===== src/rtl/logic_op_if.sv =====
// ---------------------------------------------------------------------------
// logic_op_if
//
// Operand/result bundle for logic_op_pipe.
//
//   enable     pipeline advance strobe (0 = every register holds)
//   in_valid   operands and op are valid this cycle
//   op         3-bit operation select
//   a, b       WIDTH-bit operands
//   accum_clr  restart the running accumulation
//   z          registered result
//   out_valid  z holds a newly delivered result this cycle
//   z_zero     registered flag: z == 0
//   z_ones     registered flag: z == all ones
//
// master: the operand producer. slave: the pipeline itself.
// ---------------------------------------------------------------------------
interface logic_op_if #(
    parameter int WIDTH = 8
);
    logic             enable;
    logic             in_valid;
    logic [2:0]       op;
    logic [WIDTH-1:0] a;
    logic [WIDTH-1:0] b;
    logic             accum_clr;
    logic [WIDTH-1:0] z;
    logic             out_valid;
    logic             z_zero;
    logic             z_ones;

    modport master (
        output enable, in_valid, op, a, b, accum_clr,
        input  z, out_valid, z_zero, z_ones
    );

    modport slave (
        input  enable, in_valid, op, a, b, accum_clr,
        output z, out_valid, z_zero, z_ones
    );
endinterface


===== src/rtl/logic_op_pipe.sv =====
// ---------------------------------------------------------------------------
// logic_op_pipe
//
// Selectable bitwise logic operation on two WIDTH-bit operands, carried
// through a LATENCY-deep valid-tagged pipeline that stalls on enable, with a
// running AND/OR accumulator living in stage 1.
//
// Ports:
//   clk    rising-edge clock
//   rst_n  synchronous active-low reset
//   bus    logic_op_if.slave: enable, in_valid, op, a, b, accum_clr in;
//          z, out_valid, z_zero, z_ones out
//
// Timing: a transaction accepted at enabled edge N is delivered on z with
// out_valid=1 after enabled edge N+LATENCY-1 (LATENCY=1 delivers at the
// accepting edge). Bubbles keep z and its flags at the last delivered value.
// ---------------------------------------------------------------------------
module logic_op_pipe #(
    parameter int WIDTH   = 8,
    parameter int LATENCY = 2
) (
    input  logic       clk,
    input  logic       rst_n,
    logic_op_if.slave  bus
);

    typedef enum logic [2:0] {
        OP_AND     = 3'b000,
        OP_OR      = 3'b001,
        OP_XOR     = 3'b010,
        OP_NAND    = 3'b011,
        OP_NOR     = 3'b100,
        OP_XNOR    = 3'b101,
        OP_ACC_AND = 3'b110,
        OP_ACC_OR  = 3'b111
    } op_e;

    // -----------------------------------------------------------------------
    // Stage 1: operation and accumulator
    // -----------------------------------------------------------------------
    logic [WIDTH-1:0] acc;
    logic             acc_empty;
    logic [WIDTH-1:0] r;
    logic             accept;
    logic             acc_op;
    logic             start_fresh;

    assign accept = bus.enable & bus.in_valid;
    assign acc_op = bus.op[2] & bus.op[1];

    // A clear in the same cycle as an ACC op takes effect first, so the op
    // starts from its own operands rather than the stale accumulator.
    assign start_fresh = acc_empty | bus.accum_clr;

    always_comb begin
        // NOTE: default assigned first so every path drives r; no latch is inferred.
        r = '0;
        case (op_e'(bus.op))
            OP_AND:     r = bus.a & bus.b;
            OP_OR:      r = bus.a | bus.b;
            OP_XOR:     r = bus.a ^ bus.b;
            OP_NAND:    r = ~(bus.a & bus.b);
            OP_NOR:     r = ~(bus.a | bus.b);
            OP_XNOR:    r = ~(bus.a ^ bus.b);
            OP_ACC_AND: r = start_fresh ? (bus.a & bus.b) : (acc & bus.a & bus.b);
            OP_ACC_OR:  r = start_fresh ? (bus.a | bus.b) : (acc | bus.a | bus.b);
            default:    r = '0;
        endcase
    end

    // Accumulator is written at the accepting edge, so a back-to-back ACC op
    // sees it on the very next cycle without any forwarding path.
    always_ff @(posedge clk) begin
        // NOTE: sequential state uses non-blocking assignments so all registers update together.
        if (!rst_n) begin
            acc       <= '0;
            acc_empty <= 1'b1;
        end else if (bus.enable) begin
            if (accept && acc_op) begin
                acc       <= r;
                acc_empty <= 1'b0;
            end else if (bus.accum_clr) begin
                acc_empty <= 1'b1;
            end
        end
    end

    // -----------------------------------------------------------------------
    // Intermediate stages: whatever arrives at the output register this edge
    // -----------------------------------------------------------------------
    logic [WIDTH-1:0] arr_data;
    logic             arr_valid;

    generate
        if (LATENCY == 1) begin : g_direct
            assign arr_data  = r;
            assign arr_valid = accept;
        end else begin : g_pipe
            logic [WIDTH-1:0] pipe_data [LATENCY-1];
            logic [LATENCY-2:0] pipe_valid;

            // Only the valid tags need reset; data behind a cleared tag is
            // never observed.
            always_ff @(posedge clk) begin
                if (!rst_n) begin
                    pipe_valid <= '0;
                end else if (bus.enable) begin
                    pipe_valid[0] <= accept;
                    for (int i = 1; i < LATENCY - 1; i++) begin
                        pipe_valid[i] <= pipe_valid[i-1];
                    end
                end
            end

            // NOTE: datapath storage has no reset; only the valid tags qualify it.
            always_ff @(posedge clk) begin
                if (bus.enable) begin
                    pipe_data[0] <= r;
                    for (int i = 1; i < LATENCY - 1; i++) begin
                        pipe_data[i] <= pipe_data[i-1];
                    end
                end
            end

            assign arr_data  = pipe_data[LATENCY-2];
            assign arr_valid = pipe_valid[LATENCY-2];
        end
    endgenerate

    // -----------------------------------------------------------------------
    // Output stage: z and flags only move when a valid result arrives
    // -----------------------------------------------------------------------
    logic [WIDTH-1:0] z_q;
    logic             out_valid_q;
    logic             z_zero_q;
    logic             z_ones_q;

    always_ff @(posedge clk) begin
        if (!rst_n) begin
            z_q         <= '0;
            out_valid_q <= 1'b0;
            z_zero_q    <= 1'b1;
            z_ones_q    <= 1'b0;
        end else if (bus.enable) begin
            out_valid_q <= arr_valid;
            if (arr_valid) begin
                z_q      <= arr_data;
                z_zero_q <= (arr_data == '0);
                z_ones_q <= (&arr_data);
            end
        end
    end

    assign bus.z         = z_q;
    assign bus.out_valid = out_valid_q;
    assign bus.z_zero    = z_zero_q;
    assign bus.z_ones    = z_ones_q;

endmodule

===== src/flat_wrapper.sv =====
// flat-port wrapper written by rule: the top's interface ports become plain ports
module logic_op_pipe_flat 
#(
    parameter int WIDTH   = 8,
    parameter int LATENCY = 2
)
  (clk, rst_n, bus_enable, bus_in_valid, bus_op, bus_a, bus_b, bus_accum_clr, bus_z, bus_out_valid, bus_z_zero, bus_z_ones);
  logic_op_if #(.WIDTH(WIDTH)) bus_i ();
  input  logic clk;
  input  logic rst_n;
  input wire logic [$bits(bus_i.enable)-1:0] bus_enable;
  input wire logic [$bits(bus_i.in_valid)-1:0] bus_in_valid;
  input wire logic [$bits(bus_i.op)-1:0] bus_op;
  input wire logic [$bits(bus_i.a)-1:0] bus_a;
  input wire logic [$bits(bus_i.b)-1:0] bus_b;
  input wire logic [$bits(bus_i.accum_clr)-1:0] bus_accum_clr;
  output wire logic [$bits(bus_i.z)-1:0] bus_z;
  output wire logic [$bits(bus_i.out_valid)-1:0] bus_out_valid;
  output wire logic [$bits(bus_i.z_zero)-1:0] bus_z_zero;
  output wire logic [$bits(bus_i.z_ones)-1:0] bus_z_ones;
  assign bus_i.enable = bus_enable;
  assign bus_i.in_valid = bus_in_valid;
  assign bus_i.op = bus_op;
  assign bus_i.a = bus_a;
  assign bus_i.b = bus_b;
  assign bus_i.accum_clr = bus_accum_clr;
  assign bus_z = bus_i.z;
  assign bus_out_valid = bus_i.out_valid;
  assign bus_z_zero = bus_i.z_zero;
  assign bus_z_ones = bus_i.z_ones;
  logic_op_pipe #(.WIDTH(WIDTH), .LATENCY(LATENCY)) u_core (.clk(clk), .rst_n(rst_n), .bus(bus_i));
endmodule

===== config.mk =====
export PLATFORM = sky130hd
export DESIGN_NAME = logic_op_pipe_flat
export DESIGN_NICKNAME = d
export VERILOG_FILES = /design/src/rtl/logic_op_if.sv /design/src/rtl/logic_op_pipe.sv /design/src/flat_wrapper.sv
export SDC_FILE = /design/constraint.sdc
export NUM_CORES = 1
export LEC_CHECK = 0
export BUFFER_PORTS_ARGS = -buffer_cell sky130_fd_sc_hd__clkbuf_2
export CAP_MARGIN = 10
export CORE_AREA = 2 2 63 65
export CTS_BUF_LIST = sky130_fd_sc_hd__clkbuf_4 sky130_fd_sc_hd__clkbuf_8
export DETAILED_ROUTE_END_ITERATION = 7
export DIE_AREA = 0 0 65 67
export PLACE_DENSITY = 0.81
export SLEW_MARGIN = 25
export SYNTH_ARGS = -nofsm -noshare
export SYNTH_HDL_FRONTEND = slang
export SYNTH_SLANG_ARGS = --single-unit

===== constraint.sdc =====
create_clock -name clk -period 5.75 [get_ports clk]
set_input_delay 1.725 -clock clk [delete_from_list [all_inputs] [get_ports clk]]
set_output_delay 1.725 -clock clk [all_outputs]
set_load 0.05 [all_outputs]

# Word level (Yosys, flattened, before mapping)
# Memories as Yosys holds them, arrays and structs flattened.
# Cells that the tools add are included.
[totals]
register_bits = 21
mem_bits_rw = 8
input_bits = 24
out_inout_bits = 11
n_memories = 1
[op_classes]
eq_ne = 7
n_mux = 7
bitwise = 13
n_reduce_logical = 8
[mem_list]
columns = ["memory", "words", "word_bits", "read_ports", "rd_clocked_by_memory_dff", "write_ports", "line", "text"]
rows = [
  ["u_core.g_pipe.pipe_data", 1, 8, 1, 0, 1, "logic_op_pipe.sv:99", "logic [WIDTH-1:0] pipe_data [LATENCY-1];"],
]
[ops]
columns = ["op", "count"]
rows = [
  ["8-bit one-hot mux with 8 select lines", 1],
  ["8-bit bitwise AND", 3],
  ["8-bit NOT", 3],
  ["8-bit bitwise OR", 3],
  ["8-bit two-way mux", 2],
  ["3-bit == test (second input constant)", 4],
  ["8-bit logical NOT", 1],
  ["8-bit AND reduction", 1],
  ["8-bit bitwise XOR", 1],
  ["3-bit by 2-bit == test with 1-bit output (second input constant)", 2],
  ["2-bit AND reduction", 3],
  ["1-bit two-way mux", 4],
  ["3-bit by 1-bit == test with 1-bit output (second input constant)", 1],
  ["3-bit logical NOT", 1],
  ["1-bit bitwise AND", 2],
  ["2-bit nonzero test", 1],
  ["1-bit logical AND", 1],
  ["1-bit bitwise OR", 1],
]

# Longest topological paths before layout
# Gate-level depths: netlist (run 1).
[depth]
ltp_word = 4
ltp_mapped = 6

# Worst setup path after synthesis (run 1)
# OpenSTA, ideal clock, no wires.
[synth_path]
path_kind = "input to register"
startpoint = "input port bus_accum_clr"
endpoint = "memory u_core.g_pipe.pipe_data[0][0], data pin"
arrival_time_ns = 2.769
path_slack_ns = 2.720
stages = 6
path_buffers = 2
path_cell_list = "or2_1 > buf_6 > buf_12 > nor4_4 > o22ai_1 > o32a_1"
[synth_between]
elab_chain_cells = 3
elab_cells_between_ends = 4
[synth_lines]
columns = ["element", "line", "text"]
rows = [
  ["from (decl)", "flat_wrapper.sv:16", "input wire logic [$bits(bus_i.accum_clr)-1:0] bus_accum_clr;"],
  ["1-bit bitwise OR *", "logic_op_pipe.sv:53", "assign start_fresh = acc_empty | bus.accum_clr;"],
  ["8-bit two-way mux, on equally long branches", "logic_op_pipe.sv:66, logic_op_pipe.sv:65", ""],
  ["8-bit one-hot mux with 8 select lines *", "logic_op_pipe.sv:58", "case (op_e'(bus.op))"],
  ["named net u_core.r[0]", "logic_op_pipe.sv:43", "logic [WIDTH-1:0] r;"],
  ["to (decl)", "logic_op_pipe.sv:99", ""],
]
# The timed path passes the listed nets; every way through them passes the cells marked *.

# Worst setup path in the final report (run 1)
[layout_path]
startpoint = "input port bus_op[1]"
endpoint = "memory u_core.g_pipe.pipe_data[0][2], data pin"
[layout_between]
elab_chain_cells = 2
elab_cells_between_ends = 9
[layout_lines]
columns = ["element", "line", "text"]
rows = [
  ["from (decl)", "flat_wrapper.sv:13", "input wire logic [$bits(bus_i.op)-1:0] bus_op;"],
  ["3-bit == test, or another cell as far along", "logic_op_pipe.sv:58", ""],
  ["8-bit one-hot mux with 8 select lines *", "logic_op_pipe.sv:58", ""],
  ["named net u_core.r[2]", "logic_op_pipe.sv:43", ""],
]
# Marks and branches as above.

==> results.md, run 1 <==
* Critical Path RT at ~5900 ps
* Post-layout nets at slightly above 300
* Post-synthesis mux area share at less than 1%
* DRT iter0 DRCs at 107
* Post-CTS setup buffers at 0
* Pleak at around 0.96 nW
* Share of layout cells above drive strength 1 at a little under a quarter
* Seq. cell area at 661 sq um
* Async S/R FF share, synth at 0%
* Area after DPL at 2250 sq um
* Crit-path cells: clkbuf_2 -> nand3_1 -> a21o_2 -> o22ai_1 -> o31a_1
* Multi-input logic area at 1280 sq um
* Fmax at between 300 and 400 MHz
* Largest net degree at the start of global routing at 25
* Worst Hold Class: reg -> reg
* Final setup vio count at 0
* H-tree depth at 2
* Die ar. at 4360 sq um
* Via density at 6.02
* Simple-gate share of the synthesized area at between 20% and 30%
* First-pass GRT wire length at 8.11 mm
* Clock buffer depth at 2
* Synthesized area at around 2100 sq um
* IO Pins at 35
* Peak supply drop at around 0.16 mV
* Clock sink count at 29
* Adder-cell share of the synthesized area at about a tenth
* Avg Cell Area, Syn at 8.67 sq um
* Initial antenna violation count at 0
* Setup TNS at 0 ps
* Resize count post-CTS at 0
* DRT Pass-1 Iters at 4
* FP Rows at 22
* Core area at between 3000 and 4000 sq um
* Dpl hpwl at 3.33 mm
* Synth warn at 0
* Number of synthesized flops with an enable pin at 8
* Placed Instances at 310
* Worst-Skew Late Latency at ~290 ps
* Kind of end point of the critical path: flip-flop
* Crit path launch type: input port
* Status: complete, no violations
* Die Y at between 60 and 70 microns
* Crit Path Class: in -> reg
* FF-to-FF setup slack at ~4000 ps
* Synth Instances at around 240
* Antenna diode count at 0
* Layout filler cell count at 319
* Final Hold Viols at 0
* Placer Congestion at 0.838
* CTS tree: built
* Compound-cell area share of the yosys netlist at a little under a third
* Clock Tree Root: clkbuf_8
* Cts bufs inserted at 5
* Yosys cell types at 37
* Main combinational cell family by area after synthesis: compound AO/OA/AOI/OAI gates
* Wire length after detailed routing at between 4 and 5 mm
* Vias at 1914
* Post-synthesis xor/xnor area fraction at 0%
* Slew @ Worst Pin at roughly 640 ps
* Congestion Overflow GR at 0
* Sequential-to-total area share from yosys stat at around a third
* Post-route cell area at 2370 sq um
* Initial Util at approximately three fifths
* Clock skew at 5.37 ps
* RSZ-0062 raised after global routing: false
* Horiz. Die Dim at 65 microns
* Arr. time, crit path at 3220 ps
* CP bufs+invs at 1
* Top_reg_cell synth: dfxtp_1
* Tot GR Track Use at roughly 25%
* CP max FO at 16
* Cell at the slowest stage of the critical path: nand3_1
* Vias in the first global route at approximately 1800
* Area added between synthesis and finish at 12.8%
* Worst-path clk slew at 60 ps
* Flops & latches, synth at 29
* Final Slew Violations at 0
* Fin crit share at approximately 53%
* Number of max-cap violations at 0
* Delay-heaviest family, CP: compound AO/OA/AOI/OAI gates
* Cts hold-fix bufs at 0
* Final worst path period need at ~3000 ps
* Routed Antenna Nets at 0
* Mapped Nets at between 200 and 300
* Worst slew margin at 57.3%
* Cell Count, Final, Fillers Out at roughly 320
* Routed length per instance at ~16 microns
* # port buffers at 34
* CP max stage delay at between 400 and 500 ps
* Residual DRC at 0
* Pwr dens at roughly 240 nW/um^2
power by group:
group          total [mW]  switching [mW]  internal (mW)  leakage, nW
combinational       0.100          0.0607         0.0394        0.644
clock               0.227          0.0808          0.146       0.0619
sequential          0.231         0.00809          0.223        0.250
total               0.558           0.150          0.408        0.956
layout make-up:
cell class,instances,area share [%]
Inverter,17,2.70
Clock inverter,1,1.27
Timing Repair Buffer,35,7.51
Sequential cell,29,27.9
Clock buffer,7,3.81
Tap cell,48,2.54
Multi-Input combinational cell,181,54.3
kinds of logic (layout without fill, tap and decap cells):
family,Yosys count,count (layout)
fa+ha+maj,16,16
mux,1,1
buf+inv,32,60
simple gates,72,72
flops,29,29
compound gates,92,92
state kept, by name, summed over array words and instances, names as in the netlist:
register,count
u_core.g_pipe.pipe_data,8
u_core.bus.out_valid,1
u_core.arr_valid,1
u_core.bus.z,8
u_core.acc_empty,1
u_core.acc,8
u_core.bus.z_ones,1
u_core.bus.z_zero,1
cell usage in the layout, fill, tap and decap left out, drive strengths merged, types with 9 or more instances in the layout:
cell type,n
a21oi,10
ha,16
inv,17
nor4,10
o21ai,24
clkbuf,41
nand2,27
a21boi,9
nor2,18
dfxtp,21
o22a,9
synthesized netlist by cell type (all sizes together), types with 2 or more instances:
cell	count	share of area, %
nand2	27	4.8
o21ai	24	5.7
dfxtp	21	20
nor2	18	3.2
inv	17	3.0
ha	16	9.5
a21oi	10	2.4
clkbuf	10	1.8
nor4	10	7.6
a21boi	9	3.2
o22a	9	3.8
a21o	8	3.2
a31oi	8	2.4
edfxtp	8	11
o21ba	8	3.8
o22ai	8	2.4
o32a	6	2.9
buf	5	2.4
nand2b	3	0.89
nand3	3	0.72
nand4	3	0.89
nor2b	2	0.60
worst paths after layout:
path	startpoint	to	cells after the start
max	bus_op[1]	u_core.g_pipe.pipe_data[0][2]	5
max reg2reg	u_core.acc_empty	u_core.g_pipe.pipe_data[0][2]	5
min	u_core.bus.z[0]	u_core.bus.z[0]	2
min reg2reg	u_core.bus.z[0]	u_core.bus.z[0]	2
stage by stage:
| stage | worst slack (ps) | utilization [%] | hold WS, ps | total power, mW |
|---|---|---|---|---|
| floorplan | 2720 | - | 495 | 0.300 |
| global route | 2660 | 65.6 | 490 | 0.580 |
| finish | 2680 | 65.6 | 464 | 0.558 |
| global placement | 2570 | 62.3 | 452 | 0.331 |
| detailed placement | 2550 | 62.3 | 460 | 0.333 |
| CTS | 2770 | 65.6 | 469 | 0.558 |
metal layers:
| metal | GRT usage [%] | up-vias | routed length (microns) |
|---|---|---|---|
| met4 | 11.2 | 0 | 91 |
| met5 | 0 | - | 0 |
| li1 | - | 938 | - |
| met2 | 44.3 | 97 | 2350 |
| met1 | 28.2 | 869 | 2110 |
| met3 | 4.56 | 10 | 397 |
tightest hold or removal path: cells and delay by family, from the launching register on:
family           cells  cell delay (ps)
flip-flops           1              310
AO/OA/AOI/OAI        1               60
AND/OR/NAND/NOR      1               50
Power figures use the tool's default switching activity.
==> run 2: changes to the inputs <==
CORE_AREA = 2 2 64 66   (was 2 2 63 65)
DIE_AREA = 0 0 66 68   (was 0 0 65 67)
PLACE_DENSITY = 0.79   (was 0.81)
clock period = 2.85 ns   (was 5.75 ns; I/O delays follow)
==> run 2 against run 1 <==
Compared with the run above:
- sequential power increased by 100%
- sequential share of layout area is essentially flat
- register-to-register slack worse by 2800 ps
- clock-buffer cell count down 1
- non-clock buffer count grew 3
- largest cell class unchanged
==> results.md, run 2 (synthesized netlist as in run 1, its figures left out) <==
* Crit Path Class: in -> reg
* Post-CTS setup buffers at 0
* Arr. time, crit path at 2020 ps
* Post-route cell area at 2370 sq um
* RSZ-0062 raised after global routing: false
* Reg2reg path depth at 5
* Status: complete, no violations
* Setup TNS at 0 ps
* Initial Util at between 50 and 60%
* Vias in the first global route at around 1700
* Routed Antenna Nets at 0
* Pleak at approximately 0.96 nW
* Resize count post-CTS at 0
* Slew @ Worst Pin at approximately 560 ps
* Core area at between 3000 and 4000 sq um
* Cell Count, Final, Fillers Out at 323
* Horiz. Die Dim at 66 microns
* Final Hold Viols at 0
* Fin crit share at a little over two thirds
* Final worst path period need at approximately 2000 ps
* Largest net degree at the start of global routing at 25
* DRT Pass-1 Iters at 4
* Antenna diode count at 0
* Kind of end point of the critical path: flip-flop
* Clock Tree Root: clkbuf_8
* Fmax at 502 MHz
* FP Rows at 23
* Cts hold-fix bufs at 0
* Die ar. at ~4500 sq um
* Tot GR Track Use at a little under a quarter
* Number of max-cap violations at 0
* Final setup vio count at 0
* Post-layout nets at around 310
* Peak supply drop at between 0.2 and 0.25 mV
* CTS tree: built
* Share of layout cells above drive strength 1 at around 24%
* Final core occ at between 60% and 70%
* # port buffers at 34
* Placer Congestion at ~0.8
* Die Y at 68 microns
* Dpl hpwl at ~3.3 mm
* Worst Hold Class: reg -> reg
* CP max FO at 24
* IO Pins at 35
* Clock skew at between 2 and 2.5 ps
* Layout filler cell count at 359
* Congestion Overflow GR at 0
* Crit path launch type: input port
* Worst-Skew Late Latency at between 200 and 300 ps
* Final Slew Violations at 0
* Routed length per instance at 14.6 microns
* Worst-path clk slew at 60 ps
* Via density at ~6
* Residual DRC at 0
* Wire length after detailed routing at 4.70 mm
* Clock sink count at 29
* Hold Crit Depth at 2
* Area added between synthesis and finish at 13.0%
* H-tree depth at 2
* Critical Path RT at between 2000 and 3000 ps
* Area after DPL at between 2000 and 2500 sq um
* Pwr dens at about 430 nW/um^2
* Initial antenna violation count at 0
* Worst slew margin at between 60% and 70%
* Most common cell after layout, fill and taps aside: clkbuf_2
* Commonest non-fill, non-tap cells in the layout: clkbuf_2 (34), nand2_1 (27), o21ai_0 (24), dfxtp_1 (21), nor2_1 (18)
* Placed Instances at 315
* First-pass GRT wire length at 7.89 mm
* Cts bufs inserted at 5
* DRT iter0 DRCs at between 100 and 150
* Clock buffer depth at 2
* Vias at between 1500 and 2000
[run 2: per-stage QoR]
step | total power, mW | hold slack [ps] | setup slack (ps)
2_1_floorplan | 0.605 | 495 | 690
3_3_place_gp | 0.670 | 452 | 580
3_5_place_dp | 0.674 | 459 | 580
4_1_cts | 1.01 | 468 | 874
5_1_grt | 1.06 | 493 | 777
6_report | 1.01 | 464 | 858
[run 2: cell type report]
type	instances	area (sq um)	share of cell area (%)
tap	50	62.6	2.64
multi-input combinational	181	1280	54.2
sequential	29	661	27.9
clock inverter	2	10.0	0.422
timing repair buffer	38	213	8.97
inverter	17	63.8	2.69
clock buffer	6	76.3	3.22
[run 2: final timing paths]
path | start | end | slack, ps
setup / recovery | bus_accum_clr | u_core.g_pipe.pipe_data[0][0] | 860
hold / removal | u_core.bus.z[3] | u_core.bus.z[3] | 460
setup reg to reg | u_core.acc_empty | u_core.g_pipe.pipe_data[0][0] | 1190
hold reg to reg | u_core.bus.z[3] | u_core.bus.z[3] | 460
[run 2: power by group]
group / leakage (nW) / internal, mW / switching (mW)
Sequential: 0.250 / 0.449 / 0.0157
Clock: 0.0484 / 0.178 / 0.163
Combinational: 0.665 / 0.0825 / 0.121
[run 2: metal layers]
metal	part of all wire [%]	track usage, %
met4	1.4	9.69
met2	47	40.3
met3	6.5	4.93
met1	45	27.8
met5	0	0
[run 2: worst max-delay path, stage by stage]
cell and delay [ps]:
clkbuf_2 90, or2_1 240, buf_12 180, nor4_4 140, o22ai_1 150, o32a_1 350
